### config.mk
export PLATFORM = sky130hd
export DESIGN_NAME = mul_seq16_ctrl
export DESIGN_NICKNAME = d
export VERILOG_FILES = /design/src/rtl/mul_seq16_ctrl.sv
export SDC_FILE = /design/constraint.sdc
export NUM_CORES = 1
export LEC_CHECK = 0
export ABC_AREA = 1
export BUFFER_PORTS_ARGS = -buffer_cell sky130_fd_sc_hd__buf_2
export CORE_ASPECT_RATIO = 0.7
export CORE_MARGIN = 2
export CORE_UTILIZATION = 58
export DETAILED_ROUTE_END_ITERATION = 8
export GPL_ROUTABILITY_DRIVEN = 0
export GPL_TIMING_DRIVEN = 0
export MAX_ROUTING_LAYER = met4
export PLACE_DENSITY = 0.81
export RECOVER_POWER = 50
export SYNTH_ARGS = -nofsm -noshare
export SYNTH_HDL_FRONTEND = slang
export SYNTH_SLANG_ARGS = --single-unit
### constraint.sdc
create_clock -name clk -period 3.7 [get_ports clk]
set_input_delay 0.555 -clock clk [delete_from_list [all_inputs] [get_ports clk]]
set_output_delay 0.555 -clock clk [all_outputs]
set_load 0.02 [all_outputs]
### src/rtl/mul_seq16_ctrl.sv
// rtl/mul_seq16_ctrl.sv - 16x16 unsigned multiply sequenced over one shared 8x8 core
// Optional MUL_SEQ_SKIP_ZERO_EN: partials with a zero operand half are never issued.
module mul_seq16_ctrl #(
    parameter int SETTLE = 8
) (
    input  logic        clk,
    input  logic        rst,
    input  logic        in_valid,
    output logic        in_ready,
    input  logic [15:0] in_a,
    input  logic [15:0] in_b,
    output logic        out_valid,
    input  logic        out_ready,
    output logic [31:0] out_res,
    output logic [7:0]  mul_a,
    output logic [7:0]  mul_b,
    input  logic [15:0] mul_res,
    output logic        busy
);

    typedef enum logic [1:0] {IDLE, RUN, DONE} state_t;

    state_t      state, state_nxt;
    logic [15:0] a_q, b_q;
    logic [31:0] acc;
    logic [1:0]  k;
    logic [7:0]  cnt;
    logic [3:0]  in_mask, run_mask;
    logic [2:0]  first_k, next_k;
    logic [4:0]  shift;
    logic        boundary;

`ifdef MUL_SEQ_SKIP_ZERO_EN
    function automatic logic [3:0] mask_of(input logic [15:0] a, input logic [15:0] b);
        mask_of = {(|a[15:8]) & (|b[15:8]), (|a[7:0]) & (|b[15:8]),
                   (|a[15:8]) & (|b[7:0]),  (|a[7:0]) & (|b[7:0])};
    endfunction

    assign in_mask  = mask_of(in_a, in_b);
    assign run_mask = mask_of(a_q, b_q);
`else
    assign in_mask  = 4'b1111;
    assign run_mask = 4'b1111;
`endif

    // Lowest issued partial index >= start; 4 means none remain.
    function automatic logic [2:0] find_from(input logic [3:0] m, input logic [2:0] start);
        find_from = 3'd4;
        for (int i = 3; i >= 0; i--)
            if (m[i] && (3'(i) >= start)) find_from = 3'(i);
    endfunction

    function automatic logic [7:0] sel_a(input logic [15:0] a, input logic [1:0] kk);
        sel_a = kk[0] ? a[15:8] : a[7:0];
    endfunction

    function automatic logic [7:0] sel_b(input logic [15:0] b, input logic [1:0] kk);
        sel_b = kk[1] ? b[15:8] : b[7:0];
    endfunction

    assign first_k  = find_from(in_mask, 3'd0);
    assign next_k   = find_from(run_mask, {1'b0, k} + 3'd1);
    assign boundary = (state == RUN) && (cnt == 8'(SETTLE - 1));
    assign shift    = {k[1] & k[0], k[1] ^ k[0], 3'b000};
    assign out_res  = acc;

    always_ff @(posedge clk or posedge rst) begin
        if (rst) state <= IDLE;
        else     state <= state_nxt;
    end

    always_comb begin
        state_nxt = state;
        case (state)
            IDLE: if (in_valid) state_nxt = first_k[2] ? DONE : RUN;
            RUN:  if (boundary && next_k[2]) state_nxt = DONE;
            DONE: if (out_ready) state_nxt = IDLE;
            default: state_nxt = IDLE;
        endcase
    end

    always_comb begin
        in_ready  = (state == IDLE);
        busy      = (state != IDLE);
        out_valid = (state == DONE);
    end

    // mul_res is only meaningful at a boundary edge, after SETTLE held cycles.
    always_ff @(posedge clk or posedge rst) begin
        if (rst) begin
            a_q   <= '0;
            b_q   <= '0;
            acc   <= '0;
            k     <= '0;
            cnt   <= '0;
            mul_a <= '0;
            mul_b <= '0;
        end else if (state == IDLE) begin
            if (in_valid) begin
                a_q <= in_a;
                b_q <= in_b;
                acc <= '0;
                cnt <= '0;
                if (!first_k[2]) begin
                    k     <= first_k[1:0];
                    mul_a <= sel_a(in_a, first_k[1:0]);
                    mul_b <= sel_b(in_b, first_k[1:0]);
                end
            end
        end else if (state == RUN) begin
            if (boundary) begin
                acc <= acc + ({16'd0, mul_res} << shift);
                cnt <= '0;
                if (!next_k[2]) begin
                    k     <= next_k[1:0];
                    mul_a <= sel_a(a_q, next_k[1:0]);
                    mul_b <= sel_b(b_q, next_k[1:0]);
                end
            end else begin
                cnt <= cnt + 8'd1;
            end
        end
    end

endmodule
==> results.txt <==
- Result of the run: finished, violations left
- The final reports fail on max-capacitance violations, max-slew violations.
* Clock input transition at the sequential cells of the worst setup and hold paths: 70 ps
- Count of boundary I/O pins: 103
- Critical path startpoint category: register
* Final Hold Fails: 0
* Crit path capture type: register
- The first global-routing pass estimated 30720 um of wire.
- During synthesis, Yosys emitted a total of 0 warnings.
- Number of endpoints failing setup at the final stage: 0
* Initial antenna violation count: 0
* Fraction of power spent switching nets: 51.22%
* Vias: 6930
- Using the TritonRoute via totals, the vias-per-cell ratio works out to 5.440.
- Global routing used 32.91% of the available tracks across all layers.
- Yosys attributes the largest share of cell area to sky130_fd_sc_hd__dfrtp_1 35%, sky130_fd_sc_hd__nand2_1 21%, sky130_fd_sc_hd__inv_1 8.8%, sky130_fd_sc_hd__ha_1 6.6%, sky130_fd_sc_hd__nor2_1 4.7%.
- The number of global-route vias before repair is 6069.
- Arr. time, crit path: 3630 ps
- Most common library cells after synthesis: 371 x sky130_fd_sc_hd__nand2_1, 156 x sky130_fd_sc_hd__inv_1, 92 x sky130_fd_sc_hd__dfrtp_1, 82 x sky130_fd_sc_hd__nor2_1, 60 x sky130_fd_sc_hd__o21ai_0
- Summed over all nets, the half-perimeter wirelength after detailed placement is 14830 um.
- The initial utilization of the core area, before any placement, comes to 59.90%.
- Worst setup path class: register to register
* Sequential group share of total power: 24.7%
- FFs w/ async S/R, synth: 100.0%
- PD cells: 915.7 nW/um^2
* Flip-flop cell with the highest count after synthesis: sky130_fd_sc_hd__dfrtp_1
- Period utilisation layout: 91.51%
* Total power draw: 6.998 mW
- After detailed placement, the total cell area comes to 7351 um^2.
- Summing all flip-flop and latch instances after layout gives 2302 um^2.
- In this run the worst path has a maximum fanout of 10.
- Detailed-route DRC error count: 0
* Period minus WS final: 3386 ps
* Pin count of the biggest net entering global routing: 74
- Filler Cell Count: 995
- The clock arrives with 6.685 ps of skew.
* Max-slew violations: 74
- DR iter-0 viols: 796
- Pint: 3.413 mW
- N_diodes: 0
- Summing all multi-input logic gate instances after layout gives 3583 um^2.
- Derived from the worst setup path, the maximum achievable clock frequency is 0.2953 GHz.
- Number of flip-flops and latches in the synthesized netlist: 92
* Slew Limit Headroom: -17.96%
- Cell area after synthesis: 6619 um^2
- The post-route netlist has 13.29% of its cells at a drive strength greater than 1.
* Sinks on the clock net: 92
* Least setup slack across all paths after layout: 314.1 ps
- For this design the static power due to leakage is 4.464 nW.
- Share of Yosys cell area claimed by the top area cell type: 34.78%
- CTS H-Tree Depth: 3
- Worst-path cell with the longest stage delay: sky130_fd_sc_hd__dfrtp_1
- Antenna violation net count after detailed routing: 0
* Final total negative setup slack: 0 ps
- Data required, critical path: 3940 ps
- The critical path contains buffers and inverters numbering 5 combined.
- Clock tree from TritonCTS: built
- Average cell area after synthesis: 6.619 um^2
- The number of nets handed over by synthesis was 1088.
* Root Buffer: sky130_fd_sc_hd__clkbuf_16
- At the later pin of the worst-skew pair, clock insertion delay measures 350 ps.
- Setup repair after global routing missed its margin: no
- Detailed Route WL: 19150 um
* Initial DRT Pass Iterations: 5
* Most common cell in the synthesized netlist: sky130_fd_sc_hd__nand2_1
* Delay of the slowest cell on the worst path: 430 ps
- Sequential cells were found to cover 34.78% of the synthesized design area.
* Worst IR Drop VDD: 0.3959 mV
* Die boundary width: 131.7 um
- Total clock buffers created by CTS: 9
- The total area inside the core boundary comes to 11050 um^2.
- Buffers placed on the I/O ports in this run total 102.
- The finished cells cover 7642 um^2.
- Summed over all instances, the cell type with the most area after synthesis is sky130_fd_sc_hd__dfrtp_1.
* Post-layout net count: 1204
- Setup Slack @ Placement: 222.2 ps
- Hold Buf Count CTS: 0
* Net Sw Power: 3.585 mW
- Number of enable-type register cells in the synthesized netlist: 0
- No sink is reached through more buffers than the 2 on the longest clock path.
* Proportion of power drawn by combinational gates: 60.6%
* Critical path cell sequence: ha_1 -> buf_2 -> clkinvlp_4 -> nand2_1 -> buf_2 -> nor2_1 -> ha_1 -> inv_1 -> fa_1 -> inv_1 -> nand3_1 -> nand3_1 -> nand2_1 -> nand2_1 -> nand2_1 -> nand3_1 -> nand2_1 -> nand3_1 -> nand2_1
- Crit-path leading delay family: simple AND/OR/NAND/NOR gates
- The number of different library cells used by synthesis comes to 36.
- By instance count, the cell type seen most on the critical path is sky130_fd_sc_hd__nand2_1.
* Max-cap violation count: 1
* Placement Rows: 32
- Die ar.: 12300 um^2
* Vertical die dimension: 93.38 um
- Share of total power in the clock network: 14.7%
- Path type of the worst min-delay path: input pin to async pin
* Synthesis-to-finish area growth: 15.46%
* Average wire length per cell after detail routing: 15.03 um
* Slew at the pin closest to its max-slew limit: 1769 ps
- Number of cells produced by synthesis: 1000
- Total congestion overflow: 0
==> routing by layer <==
layer	vias up	share of wire, %	GRT usage (%)
li1	3356	-	-
met1	3179	46	47.76
met2	352	41	46.42
met3	43	11	7.480
met4	0	2.1	8.696
met5	-	0	-
==> placed cells by master (no fill, tap or decap), drive strengths merged, types with 3 or more instances in the layout <==
cell        n
mux2       24
nand3b      4
clkbuf     43
inv       161
o22ai       4
nand4       4
nand2     375
nor3        5
nor2       84
xor2        3
nand3      50
dfrtp      92
ha         35
a21oi      41
clkinvlp    4
o21ai      77
buf        97
o21bai      3
==> kinds of logic after synthesis <==
logic type / after synthesis / share of synthesized area, %
mux: 24 / 4.083
compound gates: 135 / 10.91
buf+inv: 186 / 11.12
fa+ha+maj: 36 / 6.919
xor+xnor: 5 / 0.6617
simple gates: 522 / 31.53
flops: 92 / 34.78
==> what timing repair did <==
item | CTS | global route
endpoints found under the setup margin | 0 | 9
setup buffers | 0 | 2
resized for setup | 0 | 2
==> cell type report <==
type | count | area share, %
multi-input combinational | 722 | 46.89
sequential | 92 | 30.12
inverter | 161 | 7.973
timing repair buffer | 105 | 6.549
clock buffer | 10 | 2.996
tap | 153 | 2.505
buffer | 25 | 1.719
clock inverter | 6 | 1.244
==> worst paths after layout <==
| check | to | cells past startpoint | from | slack, ps |
|---|---|---|---|---|
| max in group asynchronous | b_q[13] | 3 | rst | 1190 |
| worst min-delay path | out_res[6] | 2 | rst | 330 |
| worst max register to register | out_res[24] | 19 | k[0] | 310 |
| min in group clk | b_q[15] | 2 | in_b[15] | 440 |
| worst min register to register | mul_a[2] | 2 | mul_a[2] | 490 |
| worst max-delay path | out_res[24] | 19 | k[0] | 310 |
==> stage by stage <==
stage               utilization [%]  hold WS, ps  cells
CTS                           69.45        156.4   1272
finish                        69.16        332.2   1274
global route                  69.16        419.4   1274
global placement              66.25        468.9   1255
detailed placement            66.52        474.0   1256
floorplan                         -        474.0   1000
==> sequential cells by signal (all words and copies together), names as in the netlist <==
name / cells
a_q: 16
b_q: 16
cnt: 8
k: 2
mul_a: 8
mul_b: 8
out_res: 32
state: 2
==> power groups by stage <==
stage | Sequential, mW | Combinational (mW) | Clock [mW]
finish | 1.73 | 4.24 | 1.03
global route | 1.78 | 4.70 | 1.08
CTS | 1.72 | 4.12 | 1.04
detailed placement | 1.73 | 4.09 | 0
global placement | 1.72 | 4.00 | 0
floorplan | 1.92 | 2.72 | 0
Note: power is estimated with default switching activity, not from simulation.
